`src/rtl/branch_ctrl_fsm.sv`:
```
// Multicycle control sequencer in front of the PC-select logic and PC register.
// Runs fetch/decode and the control-flow instructions itself; other opcodes go to the execute sequencer.
module branch_ctrl_fsm #(
  parameter int MEM_WAIT = 1
) (
  input  logic       clk,
  input  logic       reset_n,
  input  logic [5:0] opcode,
  input  logic [5:0] funct,
  input  logic       exec_done,
  output logic       MemRead,
  output logic       IRWrite,
  output logic       PCWrite,
  output logic       PCWriteCond,
  output logic       EQorNE,
  output logic       GTorLT,
  output logic [1:0] PCSource,
  output logic       ALUSrcA,
  output logic [1:0] ALUSrcB,
  output logic [2:0] ALUOp,
  output logic       ALUOutWrite,
  output logic       RegWriteRA,
  output logic       exec_req,
  output logic [3:0] state_out
);

  typedef enum logic [3:0] {
    sRst     = 4'd0,
    sFetch   = 4'd1,
    sMemWait = 4'd2,
    sDecode  = 4'd3,
    sBranch  = 4'd4,
    sJump    = 4'd5,
    sJalLink = 4'd6,
    sJr      = 4'd7,
    sExec    = 4'd8
  } state_t;

  state_t     state;
  state_t     nextState;
  logic [3:0] waitCnt;
  logic [5:0] opQ;

  // State register; the wait counter and the opcode copy only move in their own states
  always_ff @(posedge clk or negedge reset_n) begin
    if (!reset_n) begin
      state   <= sRst;
      waitCnt <= 4'd0;
      opQ     <= 6'd0;
    end else begin
      state <= nextState;
      if (state == sFetch)
        waitCnt <= 4'(MEM_WAIT);
      else if (state == sMemWait)
        waitCnt <= waitCnt - 4'd1;
      if (state == sDecode)
        opQ <= opcode;
    end
  end

  // Moore outputs and next-state; everything defaults to 0 so RST drives all outputs low
  always_comb begin
    nextState   = state;
    MemRead     = 1'b0;
    IRWrite     = 1'b0;
    PCWrite     = 1'b0;
    PCWriteCond = 1'b0;
    EQorNE      = 1'b0;
    GTorLT      = 1'b0;
    PCSource    = 2'b00;
    ALUSrcA     = 1'b0;
    ALUSrcB     = 2'b00;
    ALUOp       = 3'b000;
    ALUOutWrite = 1'b0;
    RegWriteRA  = 1'b0;
    exec_req    = 1'b0;
    case (state)
      sRst: nextState = sFetch;
      sFetch: begin
        MemRead   = 1'b1;
        ALUSrcB   = 2'b01;
        ALUOp     = 3'b001;
        PCWrite   = 1'b1;
        nextState = sMemWait;
      end
      sMemWait: begin
        MemRead = 1'b1;
        if (waitCnt == 4'd1) begin
          IRWrite   = 1'b1;
          nextState = sDecode;
        end
      end
      sDecode: begin
        ALUSrcB     = 2'b11;
        ALUOp       = 3'b001;
        ALUOutWrite = 1'b1;
        case (opcode)
          6'h04, 6'h05, 6'h06, 6'h07: nextState = sBranch;
          6'h02:                      nextState = sJump;
          6'h03:                      nextState = sJalLink;
          6'h00:                      nextState = (funct == 6'h08) ? sJr : sExec;
          default:                    nextState = sExec;
        endcase
      end
      sBranch: begin
        ALUSrcA     = 1'b1;
        ALUOp       = 3'b010;
        PCSource    = 2'b01;
        PCWriteCond = 1'b1;
        EQorNE      = (opQ == 6'h04) || (opQ == 6'h06);
        GTorLT      = (opQ == 6'h07);
        nextState   = sFetch;
      end
      sJump: begin
        PCWrite   = 1'b1;
        PCSource  = 2'b10;
        nextState = sFetch;
      end
      sJalLink: begin
        RegWriteRA = 1'b1;
        nextState  = sJump;
      end
      sJr: begin
        PCWrite   = 1'b1;
        PCSource  = 2'b11;
        nextState = sFetch;
      end
      sExec: begin
        exec_req = 1'b1;
        if (exec_done)
          nextState = sFetch;
      end
      default: nextState = sRst;
    endcase
  end

  assign state_out = state;

endmodule

```
`config.mk`:
```
export PLATFORM = sky130hd
export DESIGN_NAME = branch_ctrl_fsm
export DESIGN_NICKNAME = d
export VERILOG_FILES = /design/src/rtl/branch_ctrl_fsm.sv
export SDC_FILE = /design/constraint.sdc
export NUM_CORES = 1
export LEC_CHECK = 0
export ABC_AREA = 1
export CORE_AREA = 2 2 49 51
export DETAILED_ROUTE_END_ITERATION = 16
export DIE_AREA = 0 0 51 53
export GPL_ROUTABILITY_DRIVEN = 0
export PLACE_DENSITY = 0.76
export SLEW_MARGIN = 20
export SYNTH_ARGS = -nofsm -noshare
export SYNTH_HDL_FRONTEND = slang
export SYNTH_SLANG_ARGS = --single-unit
```
`constraint.sdc`:
```
create_clock -name clk -period 1.49 [get_ports clk]
set_clock_uncertainty 0.1 [all_clocks]
set_input_delay 0.149 -clock clk [delete_from_list [all_inputs] [get_ports clk]]
set_output_delay 0.149 -clock clk [all_outputs]
set_load 0.03 [all_outputs]
```
# --- Yosys cells after proc, flatten, opt, wreduce, memory -nomap -nowiden ---
# Index checks and enable logic that the tools add are counted.
# Widths: inputs -> output; s select.
totals:
  reg_bits: 14
  in_bits: 15
  output_inout_bits: 21
  word_cells: 55
op_classes:
  add_sub_neg: 1
  n_eq_ne: 21
  muxes: 20
  reduce_logical: 10
op_table:
  columns: ["operator", "count"]
  rows:
  - ["$eq 6x3->1 const B", 7]
  - ["$pmux 4 s6", 1]
  - ["$mux 4", 5]
  - ["$eq 4x3->1 const B", 4]
  - ["$pmux 4 s4", 1]
  - ["$eq 6x2->1 const B", 2]
  - ["$mux 1", 10]
  - ["$eq 4x1->1 const B", 2]
  - ["$eq 4x2->1 const B", 2]
  - ["$pmux 2 s2", 2]
  - ["$reduce_or 4->1", 2]
  - ["$eq 6x4->1 const B", 1]
  - ["$logic_not 6->1", 1]
  - ["$pmux 2 s3", 1]
  - ["$eq 4x4->1 const B", 1]
  - ["$logic_not 4->1", 1]
  - ["$reduce_or 2->1", 2]
  - ["$sub 4x1->4 const B", 1]
  - ["$reduce_or 3->1", 1]
  - ["$ne 2x1->1 const B", 1]
  - ["$ne 2x2->1 const B", 1]
  - ["$reduce_and 2->1", 1]
  - ["$reduce_bool 2->1", 1]
  - ["$logic_or 1x1->1", 1]

# --- Depth between registers and ports, before layout ---
# Gate-level depths: netlist of run 1.
logic_depth:
  word_depth: 4
  ltp_mapped: 8
  ltp_nobuf: 8

# --- Worst setup path before layout of run 1 ---
# No wires, ideal clock.
synth_timing:
  kind: "reg-to-reg"
  start: "register state[2], in the netlist state_out[2]"
  end: "register state[2], in the netlist state_out[2]"
  arrival_ns: 1.723
  setup_slack_ns: -0.411
  stages_incl_launch_ff: 6
  synth_period_minus_slack_ns: 1.901
  path_cell_list: "dfrtp_1 -> inv_1 -> nor2_1 -> inv_1 -> nor3_1 -> o21bai_1"
synth_between:
  elab_chain_cells: 3
synth_rtl:
  columns: ["item", "line_no", "rtl"]
  rows:
  - ["from (decl)", "39", "state_t state;"]
  - ["from (signal assigned)", "47", "state <= sRst;"]
  - ["from (signal assigned)", "51", "state <= nextState;"]
  - ["$eq 4x3->1, or another cell as far along", "77", "case (state)"]
  - ["$reduce_or 4->1 (no source line), or another cell as far along", null, null]
  - ["$pmux 4 s6 / $reduce_and 2->1 (equally long branches)", null, null]
# Parallel ways exist; a longest one is shown, timed or not.
# A chain may end at the register's enable or synchronous reset.

# --- Worst setup path in the final report of run 1 ---
layout_timing:
  start: "register state[3], in the netlist state_out[3]"
  end: "output port GTorLT"
layout_between:
  elab_chain_cells: 2
layout_rtl:
  columns: ["item", "line_no", "rtl"]
  rows:
  - ["$eq 4x3->1", "77", null]
  - ["$mux 1", "77", null]
  - ["to (decl)", "16", "output logic GTorLT,"]
# No other way between the ends.

==> flow_metrics.py, run 1 <==
metrics = {
    "status": {
        "status": "complete, but fails checks",
        "failed_checks": "negative setup slack",
    },
    "synthesis": {
        "synthMuxAreaShare": 0,
        "ys_ff_latch": 14,
        "synthAdderAreaFrac": 0.0285,
        "synth_top_family_by_area": "simple AND/OR/NAND/NOR gates",
        "netlist_area_um2": 877,
        "synth_xor_area_frac": 0,
        "synth_top_cell_by_area": "dfrtp_1",
        "synth_compound_area_frac": 0.0956,
        "yosysSeqAreaShare": 0.399,
        "avgSynthCellArea_um2": 7.07,
        "synthSimpleGateAreaFrac": 0.335,
        "synth_top_area_share": 0.399,
        "yosys-top-cells-area": "dfrtp_1 (40%), nand2_1 (12%), inv_1 (7.7%)",
        "synthCells": 124,
        "yosys_warnings": 0,
        "syn_nets": 141,
        "synth_cell_types": 24,
    },
    "die": {
        "die_y_um": 53,
        "start_util": 0.408,
        "core_area_um2": 2150,
        "top_level_ports": 36,
        "die_area_um2": 2700,
        "rows": 17,
        "die_w_um": 51,
    },
    "clock_tree": {
        "tritoncts_num_sinks": 14,
        "cts_buffers": 3,
        "cts_max_level": 1,
        "clock_latency_ns": 0.27,
        "cts_tree": "yes",
        "cts_buffer_depth": 2,
        "root_buffer": "clkbuf_4",
        "path_clk_slew_ns": 0.09,
        "ctsHoldBuffers": 0,
    },
    "flow_run": {
        "cap_violations": 0,
    },
    "sta": {
        "final-setup-viol-count": 17,
        "hold_violations": 0,
        "fin_ws_ns": -0.215,
        "finalCritPeriodShare": 1.14,
        "rsz0062_at_grt": "yes",
        "maxSlewViolCount": 0,
        "max_freq_mhz": 587,
        "fin_hold_ws_ns": 0.0833,
        "min_period_ns": 1.70,
    },
    "route": {
        "totalWireLength_um": 2820,
        "ant_nets": 0,
        "drt_iter0_drc": 17,
        "vias": 1016,
        "first_pass_iters": 5,
        "wl_per_cell_um": 13.4,
        "drcViolationCount": 0,
        "viasPerCell": 4.84,
    },
    "critical_path": {
        "slowest_stage": "dfrtp_2",
        "cp_top_family": "flip-flops",
        "critPathKind": "flop to output pin",
        "r2r-start": "state_out[0]",
        "crit_chain": "buf_6 -> nor2_4 -> nand2_4 -> nor3_2 -> buf_4",
        "crit_buf_inv": 2,
        "end_kind": "output pin",
        "arrival_ns": 1.46,
        "startpoint_type": "flop",
        "worst_path_largest_cell_delay_ns": 0.44,
        "crit_fanout": 4,
        "cp-startpoint": "state_out[3]",
        "required_ns": 1.24,
    },
    "final_layout": {
        "final-seq-area_um2": 355,
        "multi_input_area_um2": 528,
        "nets": 200,
        "area_growth_syn_to_layout_pct": 83.0,
        "instances_no_fill": 210,
        "post_route_cells_drive_above_1_share": 0.440,
        "num-fill-cells": 128,
        "final_cell_area_um2": 1610,
        "n_antenna_cell": 0,
    },
    "power": {
        "total_power_mw": 3.13,
        "p_leak_nw": 0.805,
        "power.density_nw_per_um2": 1950,
        "peakVddDrop_uv": 1340,
    },
    "global_routing": {
        "track_usage": 0.194,
        "grt_pass1_vias": 908,
        "antenna_found_initial": 0,
        "grt_max_degree": 15,
        "overflow": 0,
        "grt_pass1_wl_um": 3810,
    },
    "placed_design": {
        "dp_slack_ns": -0.0674,
        "dpl.hpwl_um": 1620,
        "port-buffer-count": 34,
        "dp.cells": 186,
        "place_area_um2": 1270,
    },
    "hold_path": {
        "hold_path_class": "primary input to async pin",
    },
}
layout make-up:
type,instances,share of cell area
timing repair buffer,59,0.355
multi-input combinational,84,0.329
sequential,14,0.221
inverter,21,0.0569
tap,28,0.0218
clock buffer,4,0.0164
timing repair:
action / CTS / global route
gates resized for setup: 31 / 23
endpoints found under the setup margin: 19 / 29
buffers inserted: 10 / 10
pin swaps: 8 / 11
metrics by stage:
step           utilization  setup TNS [ns]
5_1_grt              0.747           -3.30
4_1_cts              0.680           -1.46
3_5_place_dp         0.592         -0.0866
6_report             0.747           -2.29
2_1_floorplan            -        -0.00802
3_3_place_gp         0.592         -0.0313
worst reg2reg max path: cells and delay by family (launching register included):
family / cells / cell delay [ns]
compound gates: 1 / 0.03
buf+inv: 1 / 0.14
flops: 1 / 0.49
simple gates: 5 / 0.66
cells in the final DEF, fill, tap and decap left out, types with 3 or more instances in the layout:
master	count
nor2_4	7
inv_4	3
dfrtp_2	4
nand3_1	6
buf_4	17
clkbuf_4	3
nand2_4	5
o21ai_1	7
nor2_1	10
dlygate4sd2_1	3
buf_6	24
clkdlybuf4s50_1	14
nand2_1	25
inv_2	4
inv_1	13
o21ai_0	3
dfrtp_1	10
power by group:
part | total, mW | switching (mW) | internal (mW)
Combinational | 2.20 | 1.22 | 0.976
Clock | 0.220 | 0.117 | 0.104
Sequential | 0.715 | 0.162 | 0.552
Total | 3.13 | 1.50 | 1.63
cells in the mapped netlist:
master and count:
nand2_2 3, dfrtp_1 14, o21bai_1 1, o21ai_1 6, nand4_1 2, nor2_1 16, nand2_1 28, a21oi_1 2
conb_1 1, o21ai_0 6, or2_2 1, nor2_4 1, o22ai_1 1, buf_4 4, inv_2 3, buf_6 1
or2_1 1, nor3_2 1, nor2_2 1, nor3_1 3, nand3_1 7, nand3b_1 1, ha_1 2, inv_1 18
sequential cells by signal, summed over array words and instances (netlist names):
signal / cells
state_out: 4
waitCnt: 4
opQ: 6
path summary, 6_finish.rpt:
path	endpoint	slack [ns]	cells after the start
max	GTorLT	-0.21	5
min	waitCnt[1]	0.08	2
max reg2reg	state_out[0]	-0.04	7
min reg2reg	opQ[2]	0.40	2
max in group asynchronous	state_out[3]	1.01	2
min in group clk	opQ[5]	0.37	3
cells by family (layout without fill, tap and decap cells):
kind of cell / Yosys count / in the layout
AND/OR/NAND/NOR: 65 / 65
buffers and inverters: 26 / 84
AO/OA/AOI/OAI: 16 / 16
flip-flops: 14 / 14
adder cells (fa/ha/maj): 2 / 2
other: 1 / 1
metal layers:
layer | up-vias | GRT usage | share of wire | routed length (um)
met1 | 465 | 0.228 | 0.38 | 1080
met2 | 46 | 0.348 | 0.56 | 1590
met4 | 0 | 0.0901 | 0.018 | 51
met3 | 6 | 0.0254 | 0.036 | 103
li1 | 499 | - | - | -
met5 | - | 0 | 0 | 0
Power figures use the tool's default switching activity.
==> inputs of run 2 (changes only) <==
--- a/config.mk
+++ b/config.mk
@@ -6,11 +6,12 @@
 export NUM_CORES = 1
 export LEC_CHECK = 0
 export ABC_AREA = 1
-export CORE_AREA = 2 2 49 51
+export CORE_AREA = 2 2 55 46
 export DETAILED_ROUTE_END_ITERATION = 16
-export DIE_AREA = 0 0 51 53
+export DIE_AREA = 0 0 57 48
 export GPL_ROUTABILITY_DRIVEN = 0
 export PLACE_DENSITY = 0.76
+export SKIP_LAST_GASP = 1
 export SLEW_MARGIN = 20
 export SYNTH_ARGS = -nofsm -noshare
 export SYNTH_HDL_FRONTEND = slang
==> run 2 against run 1 <==
Effect of this change:
- critical path type unchanged
- the flow still finishes with violations (negative setup slack)
- maximum frequency increased by 4.2%
- clock-buffer cell count decreased by 1
- final cell count decreased by 5.2%
- die area increased by 1.2%
- routed wire length decreased by 17%
- via count decreased by 3.2%
- non-clock buffer count decreased by 7
- global-route usage decreased by 1.7 points
- setup slack improved by 0.068 ns
- combinational power decreased by 11%
- critical endpoint is now PCWrite
- register-to-register slack got worse by 0.07 ns
- sequential power decreased by 3%
==> flow_metrics.py, run 2 (synthesis results as in run 1) <==
metrics = {
    "status": {
        "status": "complete, but fails checks",
        "failed_checks": "negative setup slack",
    },
    "die": {
        "die_y_um": 48,
        "die_w_um": 57,
        "top_level_ports": 36,
        "die_area_um2": 2740,
        "start_util": 0.410,
        "rows": 15,
        "core_area_um2": 2140,
    },
    "route": {
        "met2_length_um": 1190,
        "totalWireLength_um": 2340,
        "ant_nets": 0,
        "wl_met1_um": 980,
        "vias": 983,
        "drt_iter0_drc": 29,
        "wl_per_cell_um": 11.7,
        "highest_layer": "met4",
        "drcViolationCount": 0,
        "viasPerCell": 4.94,
        "dr_wl_met3_um": 131,
        "first_pass_iters": 4,
    },
    "sta": {
        "fin_ws_ns": -0.146,
        "maxSlewViolCount": 0,
        "finalCritPeriodShare": 1.10,
        "max_freq_mhz": 611,
        "final-setup-viol-count": 13,
        "min_period_ns": 1.64,
        "rsz0062_at_grt": "yes",
        "hold_violations": 0,
        "tns_ns": -1.01,
    },
    "power": {
        "p_comb_frac": 0.681,
        "p_leak_nw": 0.736,
        "swShare": 0.476,
        "p_int_mw": 1.50,
        "peakVddDrop_uv": 1890,
        "power.share.clock": 0.075,
        "power.density_nw_per_um2": 1970,
        "total_power_mw": 2.86,
        "p_switching_mw": 1.36,
        "pwr-share-seq": 0.243,
    },
    "clock_tree": {
        "clock_latency_ns": 0.28,
        "root_buffer": "clkbuf_4",
        "cts_max_level": 1,
        "tritoncts_num_sinks": 14,
        "path_clk_slew_ns": 0.08,
        "cts_tree": "yes",
        "cts_buffers": 3,
        "ctsHoldBuffers": 0,
        "cts_buffer_depth": 2,
    },
    "final_layout": {
        "final_cell_area_um2": 1460,
        "multi_input_area_um2": 488,
        "regMostFlops": "opQ",
        "nets": 193,
        "layout_common_cells": "nand2_1 (25), buf_4 (22), clkdlybuf4s50_1 (14)",
        "n_antenna_cell": 0,
        "largest_reg_flops": 6,
        "final_common_cell": "nand2_1",
        "num-fill-cells": 181,
        "post_route_cells_drive_above_1_share": 0.397,
        "final-seq-area_um2": 355,
        "area_growth_syn_to_layout_pct": 65.9,
    },
    "global_routing": {
        "overflow": 0,
        "antenna_found_initial": 0,
        "track_usage": 0.177,
        "grt_pass1_wl_um": 3590,
        "grt_pass1_vias": 879,
        "grt_max_degree": 15,
    },
    "flow_run": {
        "cap_violations": 0,
    },
    "critical_path": {
        "startpoint_type": "flop",
        "critPathKind": "flop to output pin",
        "required_ns": 1.24,
        "r2r-start": "state_out[3]",
        "reg2regPathDepth": 11,
        "arrival_ns": 1.39,
        "crit_fanout": 3,
        "cp-startpoint": "state_out[3]",
        "end_kind": "output pin",
    },
    "placed_design": {
        "place_area_um2": 1270,
        "dpl.hpwl_um": 1750,
        "port-buffer-count": 34,
    },
    "hold_path": {
        "hold_path_class": "primary input to async pin",
    },
}
## run 2: cell count changes in the layout (fill, tap and decap cells not counted), moves of 2 or more
cell / before / now
buf_4: 17 / 22
buf_6: 24 / 12
nand2_2: 1 / 3
nand2_4: 5 / 3
nor2_2: 1 / 3
nor2_4: 7 / 4
## run 2: worst max-delay path, cell delays in order (launching register included)
cell and delay, ns:
dfrtp_2 0.43, inv_2 0.08, nand2_4 0.07, buf_6 0.11
nor2_4 0.13, nand2_4 0.08, o21ai_2 0.07, buf_6 0.14
## run 2: power groups by stage
stage | Combinational, mW | Clock, mW | Sequential, mW
3_3_place_gp | 1.47 | 0 | 0.687
6_report | 1.95 | 0.215 | 0.696
3_5_place_dp | 1.51 | 0 | 0.695
2_1_floorplan | 1.00 | 0 | 0.756
4_1_cts | 1.79 | 0.216 | 0.687
5_1_grt | 2.10 | 0.231 | 0.712
## run 2: final cells by class
cell class,count,area share
multi-input combinational,84,0.335
sequential,14,0.244
clock buffer,3,0.0155
inverter,21,0.0593
timing repair buffer,52,0.324
tap,25,0.0215
## run 2: path summary, 6_finish.rpt
check / endpoint / slack, ns
max: PCWrite / -0.15
min: opQ[5] / 0.06
max reg2reg: waitCnt[3] / -0.11
min reg2reg: waitCnt[2] / 0.38
max in group asynchronous: state_out[2] / 1.04
min in group clk: opQ[4] / 0.37
## run 2: metal layers
metal,vias up,track usage
li1,487,-
met1,460,0.209
met2,32,0.331
met3,4,0.0324
met4,0,0.0698
met5,-,0
## run 2: what timing repair did
action                     CTS  global route
buffers inserted            11             2
pin swaps                    7             6
resized for setup           17            14
setup endpoints to repair   19            26
## run 2: metrics by stage
step                      hold slack, ns  setup slack [ns]   util  std cells
after global routing              0.0946            -0.205  0.680        199
after floorplan                   -0.247          -0.00401      -        124
after global placement             0.372           -0.0209  0.593        183
final                             0.0642            -0.146  0.680        199
after detailed placement           0.380           -0.0354  0.593        183
after CTS                         0.0746            -0.166  0.658        197
